<file path="src/rtl/vec_recorder.sv">
// Linear capture buffer that records cap_data vectors and replays them in capture order over a valid/ready stream.
// Optional VEC_RECORDER_OVF_EN adds an 8-bit saturating counter of dropped/ignored captures (ovf_cnt).
module vec_recorder #(
  parameter int WIDTH = 2,
  parameter int DEPTH = 8
) (
  input  logic                     clk,
  input  logic                     rst,
  input  logic                     cap_en,
  input  logic [WIDTH-1:0]         cap_data,
  input  logic                     start_dump,
  input  logic                     dump_ready,
  output logic                     dump_valid,
  output logic [WIDTH-1:0]         dump_data,
  output logic                     dump_last,
  output logic [$clog2(DEPTH):0]   count,
`ifdef VEC_RECORDER_OVF_EN
  output logic [7:0]               ovf_cnt,
`endif
  output logic                     full,
  output logic                     busy
);

  localparam int AW = $clog2(DEPTH);
  localparam int CW = AW + 1;
  localparam logic [CW-1:0] ONE   = CW'(1);
  localparam logic [CW-1:0] ZERO  = '0;
  localparam logic [CW-1:0] DEPTH_C = CW'(DEPTH);

  localparam logic [1:0] S_IDLE = 2'd0;
  localparam logic [1:0] S_DUMP = 2'd1;
  localparam logic [1:0] S_DONE = 2'd2;

  logic [1:0]       state;
  logic [WIDTH-1:0] mem [DEPTH];
  logic [CW-1:0]    rd_idx;
  logic             cap_ok;
  logic [CW-1:0]    count_nxt;
  logic [CW-1:0]    rd_nxt;
  logic             dump_go;
  logic             xfer;

  assign full      = (count == DEPTH_C);
  assign busy      = (state != S_IDLE);
  assign cap_ok    = (state == S_IDLE) && cap_en && !full;
  assign count_nxt = count + (cap_ok ? ONE : ZERO);
  // A same-cycle capture counts toward the dump, so an empty buffer can still start.
  assign dump_go   = (state == S_IDLE) && start_dump && (count_nxt != ZERO);
  assign xfer      = dump_valid && dump_ready;
  assign rd_nxt    = rd_idx + ONE;

  always_ff @(posedge clk) begin
    if (cap_ok) mem[count[AW-1:0]] <= cap_data;
  end

  always_ff @(posedge clk or negedge rst) begin
    if (!rst) begin
      state      <= S_IDLE;
      count      <= '0;
      rd_idx     <= '0;
      dump_valid <= 1'b0;
      dump_last  <= 1'b0;
      dump_data  <= '0;
    end else begin
      case (state)
        S_IDLE: begin
          count <= count_nxt;
          if (dump_go) begin
            state      <= S_DUMP;
            rd_idx     <= '0;
            dump_valid <= 1'b1;
            dump_last  <= (count_nxt == ONE);
            dump_data  <= (count == ZERO) ? cap_data : mem[0];
          end
        end
        S_DUMP: begin
          if (xfer) begin
            if (dump_last) begin
              state      <= S_DONE;
              dump_valid <= 1'b0;
              dump_last  <= 1'b0;
            end else begin
              rd_idx    <= rd_nxt;
              dump_data <= mem[rd_nxt[AW-1:0]];
              dump_last <= ((rd_nxt + ONE) == count);
            end
          end
        end
        S_DONE: begin
          state  <= S_IDLE;
          count  <= '0;
          rd_idx <= '0;
        end
        default: state <= S_IDLE;
      endcase
    end
  end

`ifdef VEC_RECORDER_OVF_EN
  function automatic logic [7:0] sat_inc(input logic [7:0] v);
    return (v == 8'hFF) ? v : v + 8'd1;
  endfunction

  always_ff @(posedge clk or negedge rst) begin
    if (!rst) begin
      ovf_cnt <= '0;
    end else if (state == S_DONE) begin
      ovf_cnt <= '0;
    end else if (cap_en && !cap_ok) begin
      ovf_cnt <= sat_inc(ovf_cnt);
    end
  end
`endif

endmodule

</file>
<file path="config.mk">
export PLATFORM = sky130hd
export DESIGN_NAME = vec_recorder
export DESIGN_NICKNAME = d
export VERILOG_FILES = /design/src/rtl/vec_recorder.sv
export SDC_FILE = /design/constraint.sdc
export NUM_CORES = 1
export LEC_CHECK = 0
export BUFFER_PORTS_ARGS = -buffer_cell sky130_fd_sc_hd__clkbuf_2
export CORE_MARGIN = 1.5
export CORE_UTILIZATION = 33
export DETAILED_ROUTE_END_ITERATION = 10
export PLACE_DENSITY_LB_ADDON = 0.12
export SETUP_SLACK_MARGIN = 0.3
export SLEW_MARGIN = 20
export SYNTH_ARGS = -nofsm -noshare
export SYNTH_HDL_FRONTEND = slang
export SYNTH_SLANG_ARGS = --single-unit
</file>
<file path="constraint.sdc">
create_clock -name clk -period 3.1 [get_ports clk]
set_input_delay 0 -clock clk [delete_from_list [all_inputs] [get_ports clk]]
set_output_delay 0 -clock clk [all_outputs]
set_load 0.05 [all_outputs]
</file>
Yosys cells after proc, flatten, opt, wreduce, memory -nomap -nowiden
Memory sizes are Yosys's and may differ from the RTL's.
Cells that the tools add are included.
- eq/ne operators: 9
- muxes and demuxes: 25
- reductions and logical operators: 18
- add/sub/neg operators: 3
- operator list (cell ; number):
    $mux W2 ; 7
    $mux W4 ; 3
    $pmux W4 S3 ; 1
    $reduce_and A4 Y1 ; 3
    $mux W1 ; 9
    $add A4 B1 Y4 const B ; 2
    $ne A2 B2 Y1 const B ; 4
    $pmux W2 S2 ; 2
    $pmux W4 S2 ; 1
    $reduce_and A3 Y1 ; 2
    $reduce_bool A2 Y1 ; 3
    $logic_and A1 B1 Y1 ; 5
    $add A4 B1 Y4 ; 1
    $eq A4 B1 Y1 const B ; 1
    $eq A4 B4 Y1 ; 1
    $eq A4 B4 Y1 const B ; 1
    $logic_not A4 Y1 ; 1
    $pmux W1 S2 ; 2
    $reduce_bool A4 Y1 ; 1
    $reduce_bool A3 Y1 ; 1
    $eq A2 B1 Y1 const B ; 1
    $eq A2 B2 Y1 const B ; 1
    $logic_not A2 Y1 ; 1
    $logic_not A1 Y1 ; 1
- RAM bits: 16
- input port bits: 7
- memories kept: 1
- logic and storage cells: 62
- bits in registers: 14
- output and inout bits: 10
- memory list (memory ; depth ; width ; rd ports ; clocked after Yosys merged registers in ; wr ports ; RTL line ; text):
    mem ; 8 ; 2 ; 2 ; 0 ; 1 ; 35 ; logic [WIDTH-1:0] mem [DEPTH];

Longest topological paths before layout
- depth after elaboration: 9
- gate-level depth with buffers: 11
- depth with buffers taken out: 10

Worst setup path after synthesis
OpenSTA, ideal clock, no wires.
- path kind: reg2reg
- from: register count[0]
- to: register dump_data[0]
- arrival: 4274 ps
- stages on the path, launching flop included: 11
- setup time: 125 ps
- data required time: 2975 ps
- slack: -1299 ps
- path buffers: 1
- clock period less this slack: 4399 ps
- cells stage by stage: dfrtp_1 clkbuf_1 nor4b_1 nor2_1 ha_1 ha_1 nor2_1 a21bo_2 a21oi_1 a21oi_1 mux2_2
- word-level cells in the longest chain between the ends: 9
- elaborated cells between the ends (all ways): 13
- those cells by class: 1 x add/sub; 2 x eq/ne; 4 x mux; 6 x reduce/logical
- ends and longest elaborated chain (what ; RTL line ; text):
    start, declared ; 16 ; output logic [$clog2(DEPTH):0] count,
    start signal, assigned ; 67 ; count <= count_nxt;
    $eq A4 B4 Y1 ; 43 ; assign full = (count == DEPTH_C);
    via full ; 20 ; output logic full,
    $logic_not A1 Y1 ; 45 ; assign cap_ok = (state == S_IDLE) && cap_en && !full;
    $logic_and A1 B1 Y1 ; 45 ;
    $mux W1 ; 46 ; assign count_nxt = count + (cap_ok ? ONE : ZERO);
    $add A4 B1 Y4 ; 46 ;
    $reduce_bool A4 Y1 ; 48 ; assign dump_go = (state == S_IDLE) && start_dump && (count_nxt != ZERO);
    $logic_and A1 B1 Y1 ; 48 ;
    $ne A2 B2 Y1 (no source line) ; n/a ;
    $reduce_and A4 Y1 (no source line) ; n/a ;
    end signal, assigned ; 73 ; dump_data <= (count == ZERO) ? cap_data : mem[0];
    end signal, assigned ; 84 ; dump_data <= mem[rd_nxt[AW-1:0]];
    end, declared ; 14 ; output logic [WIDTH-1:0] dump_data,
The timed path passes the listed nets, and every way through them passes these cells. The select of a mux whose other input is x is not followed.
A chain may end at the register's enable or synchronous reset.

Final worst setup path
- from: register state[1]
- to: register dump_data[0]
- word-level cells in the longest chain between the ends: 9
- elaborated cells between the ends (all ways): 15
- those cells by class: 1 x add/sub; 4 x eq/ne; 2 x mux; 8 x reduce/logical
- ends and longest elaborated chain (what ; RTL line ; text):
    start, declared ; 34 ; logic [1:0] state;
    start signal, assigned ; 58 ; state <= S_IDLE;
    start signal, assigned ; 69 ; state <= S_DUMP;
    start signal, assigned ; 79 ; state <= S_DONE;
    $logic_not A2 Y1 ; 45, 48, 65 ;
    $logic_and A1 B1 Y1 (2 in a row) ; 45 ;
    $mux W1 ; 46 ;
    $add A4 B1 Y4 ; 46 ;
    $reduce_bool A4 Y1 ; 48 ;
    $logic_and A1 B1 Y1 ; 48 ;
    $ne A2 B2 Y1 (no source line) ; n/a ;
    $reduce_and A4 Y1 (no source line) ; n/a ;
Several ways; a longest one is shown, not always the timed one.

==> summary.log <==
[global_route] wire length of the first global-routing pass 6180 um
[pwr] power per cell area 867 nW/um^2
[logic_synthesis] flop and latch count out of synthesis 30
[clocking] TritonCTS Sinks 30
[global_route] all-layer global routing usage 15.5%
[worst_setup_path] crit end category flop
[die] # IOs 17
[timing] hold violation count in the final report 0
[pwr] Gate power share 47.2%
[global_route] number of global-route vias before repair 1,228
[worst_hold_path] Hold Path Stages 1
[clocking] post-CTS setup repair buffer count 0
[logic_synthesis] portion of the post-synthesis area used by sequential elements 50.2%
[logic_synthesis] share of Yosys cell area claimed by the top area cell type 29.0%
[global_route] antenna violations before repair 0
[finish] area growth from synthesis to layout 17.1%
[die] Core ar. 4790 um^2
[clocking] clock insertion delay at the later pin of the skew report 280 ps
[worst_setup_path] sequence of cells on the critical path nor2_1 > nand2_1 > nor2_1 > ha_2 > ha_4 > nand2_1 > a21oi_1 > a21oi_2 > a21oi_2 > mux2_2
[logic_synthesis] number of instances in the synthesized netlist 144
[worst_setup_path] Crit path required time 3270 ps
[worst_setup_path] startpoint-to-endpoint class of the critical path flop to flop
[drt] final wirelength 3730 um
[pwr] portion of total power attributed to sequential cells 34.4%
[die] Total Die Area 5450 um^2
[placement] dpl hpwl 2780 um
[drt] count of antenna-violating nets left after detailed routing 0
[global_route] remaining global-route overflow 0
[drt] DR WL/cell 16.1 um
[pwr] Design Power 1.68 mW
[timing] setup TNS after final layout 0 ps
[finish] Final Cell Area 1940 um^2
[worst_setup_path] worst stage delay on the critical path 490 ps
[pwr] Lkg Pwr 0.735 nW
[logic_synthesis] cell taking the most area after synthesis edfxtp_1
[timing] RSZ-0062 raised after global routing false
[run_status] outcome finished, final reports clean
[die] Die X 73.9 um
[worst_setup_path] Critical Path Start Type flop
[pwr] Switching Fraction 43.0%
[finish] diode count 0
[die] vertical die dimension 73.9 um
[placement] PortBufs 16
[finish] area of combinational cells with multiple inputs 800 um^2
[logic_synthesis] most common flop cell mapped by yosys edfxtp_1
[timing] max-slew headroom at the worst pin 60.1%
[timing] part of the cycle the worst path needs 80.8%
[worst_setup_path] data arrival time at the worst-slack endpoint 2670 ps
[clocking] number of buffers on the longest clock path 2
[worst_setup_path] cell with the biggest individual delay on the critical path dfrtp_1
[drt] first-pass iteration count of the detailed router 4
[clocking] TritonCTS clock tree built
[drt] detailed-route via count 1,194
[clocking] clock tree root buffer cell clkbuf_8
[timing] time the final worst path needs with I/O delays and setup 2500 ps
[run] max_cap viols 0
[logic_synthesis] average instance area after synthesis 11.5 um^2
[pwr] share of total power in the clock network 18.4%
[logic_synthesis] top cells by area in the synthesized netlist edfxtp_1 29%, dfrtp_1 21%, mux4_2 4.1%
[finish] fraction of layout instances using a drive strength above 1 31.1%
[timing] Setup-failing EPs final 0
[logic_synthesis] total nets after synthesis 155
[worst_setup_path] worst r2r path cells 10
[finish] final core occ 40.5%
[placement] Post-Place Cell Area 1840 um^2
[logic_synthesis] dominant cell by count in the synthesized netlist edfxtp_1
[timing] max-slew violations 0
[finish] area of all sequential standard cells 836 um^2
[drt] remaining routing DRC violations 0
[timing] fmax 0.399 GHz
[logic_synthesis] Post-synth EDFFs 16
[logic_synthesis] cell area after technology mapping 1660 um^2
[clocking] CTS Buf Count 5
[drt] initial detailed-routing violation count 49
[die] standard-cell row count 25
[pwr] Max rail drop VDD 370 uV
[clocking] clock transition at the register clock pins on the worst setup and hold paths after CTS 70 ps
[die] effective utilization at floorplan 34.6%
[worst_setup_path] CP Max Fanout 9
[timing] Max Clock Skew 5.71 ps
[pwr] P_sw 0.723 mW
[worst_hold_path] worst hold-check path type input port to flop
[clocking] H-tree lvl count 2
[global_route] pin count of the biggest net entering global routing 16
[finish] Layout fillers 492
[finish] net count of the finished layout 174
[placement] RePlAce Congestion 0.739
[logic_synthesis] library cells used by synthesis 43
[timing] transition time at the pin with the least slew margin 590 ps
[logic_synthesis] proportion of register bits with asynchronous set or reset after synthesis 46.7%
[pwr] Internal Pwr Total 0.958 mW
[logic_synthesis] Yosys warning total 0
[logic_synthesis] top post-synthesis cells by count 16 x edfxtp_1, 14 x dfrtp_1, 11 x nand2_1
[drt] Vias/cell 5.17
[path summary, 6_finish.rpt]
kind	slack, ps	to	start
setup reg to reg	600	dump_data[0]	state[1]
setup / recovery	600	dump_data[0]	state[1]
min in group asynchronous	160	count[1]	rst
hold reg to reg	520	dump_data[1]	dump_data[1]
max in group asynchronous	2650	count[3]	rst
hold / removal	30	mem[7][1]	cap_data[1]
[layout make-up]
cell class	instances	area share (%)
inverter	6	1.16
tap	67	4.32
clock buffer	5	3.55
clock inverter	3	0.839
sequential	30	43.1
timing repair buffer	20	5.81
multi-input combinational	100	41.2
[logic make-up (layout without fill, tap and decap cells)]
kind of cell / Yosys count / after routing / share of synthesized area (%)
fa+ha+maj: 4 / 4 / 3.02
buf+inv: 14 / 34 / 4.30
simple gates: 45 / 45 / 14.5
flops: 30 / 30 / 50.2
compound gates: 37 / 37 / 16.2
mux: 8 / 8 / 8.23
xor+xnor: 6 / 6 / 3.63
[metrics by stage]
step	hold WS, ps	setup slack [ps]	std cells
finish	34.4	596	231
global placement	-63.3	650	222
detailed placement	-59.6	599	222
CTS	36.7	581	231
global route	48.9	457	231
floorplan	-296	201	144
[power groups by stage]
stage               sequential [mW]  combinational (mW)  clock, mW
finish                        0.579               0.793      0.309
global route                  0.594               0.858      0.334
CTS                           0.578               0.807      0.313
detailed placement            0.587               0.807          0
global placement              0.581               0.792          0
floorplan                     0.660               0.584          0
[repair_timing]
action                    4_1_cts  5_1_grt
hold buffers                    1        0
hold endpoints to repair       14        0
gates resized for setup         0        0
[placed cells by master, fill, tap and decap left out, drive strengths merged, types with 2 or more instances in the layout]
master / n
clkbuf: 21
edfxtp: 16
dfrtp: 14
nand2: 11
o21ai: 10
nor2: 9
a21oi: 9
inv: 6
a31oi: 6
nor3: 6
nand3: 5
mux4: 4
ha: 4
nor2b: 3
xor2: 3
buf: 3
a211oi: 3
xnor2: 3
a21o: 2
mux2i: 2
mux2: 2
nor4b: 2
or3: 2
clkinv: 2
[critical path, delay by kind of cell, from the launching register on]
family	cells	cell delay (ps)
fa+ha+maj	2	410
simple gates	4	510
mux	1	350
compound gates	3	630
flops	1	490
[routing by layer]
layer,share of wire (%),wire length (um),vias to the layer above,global-route usage (%)
met1,46,1720,592,19.2
met4,0.70,26,0,5.97
met2,50,1870,23,25.6
met5,0,0,-,0
li1,-,-,577,-
met3,3.1,114,2,4.12
[sequential cells by signal (all words and copies together), names as in the netlist]
signal      count
mem            16
count           4
rd_idx          4
dump_data       2
state           2
dump_last       1
dump_valid      1
Power figures use the tool's default switching activity.
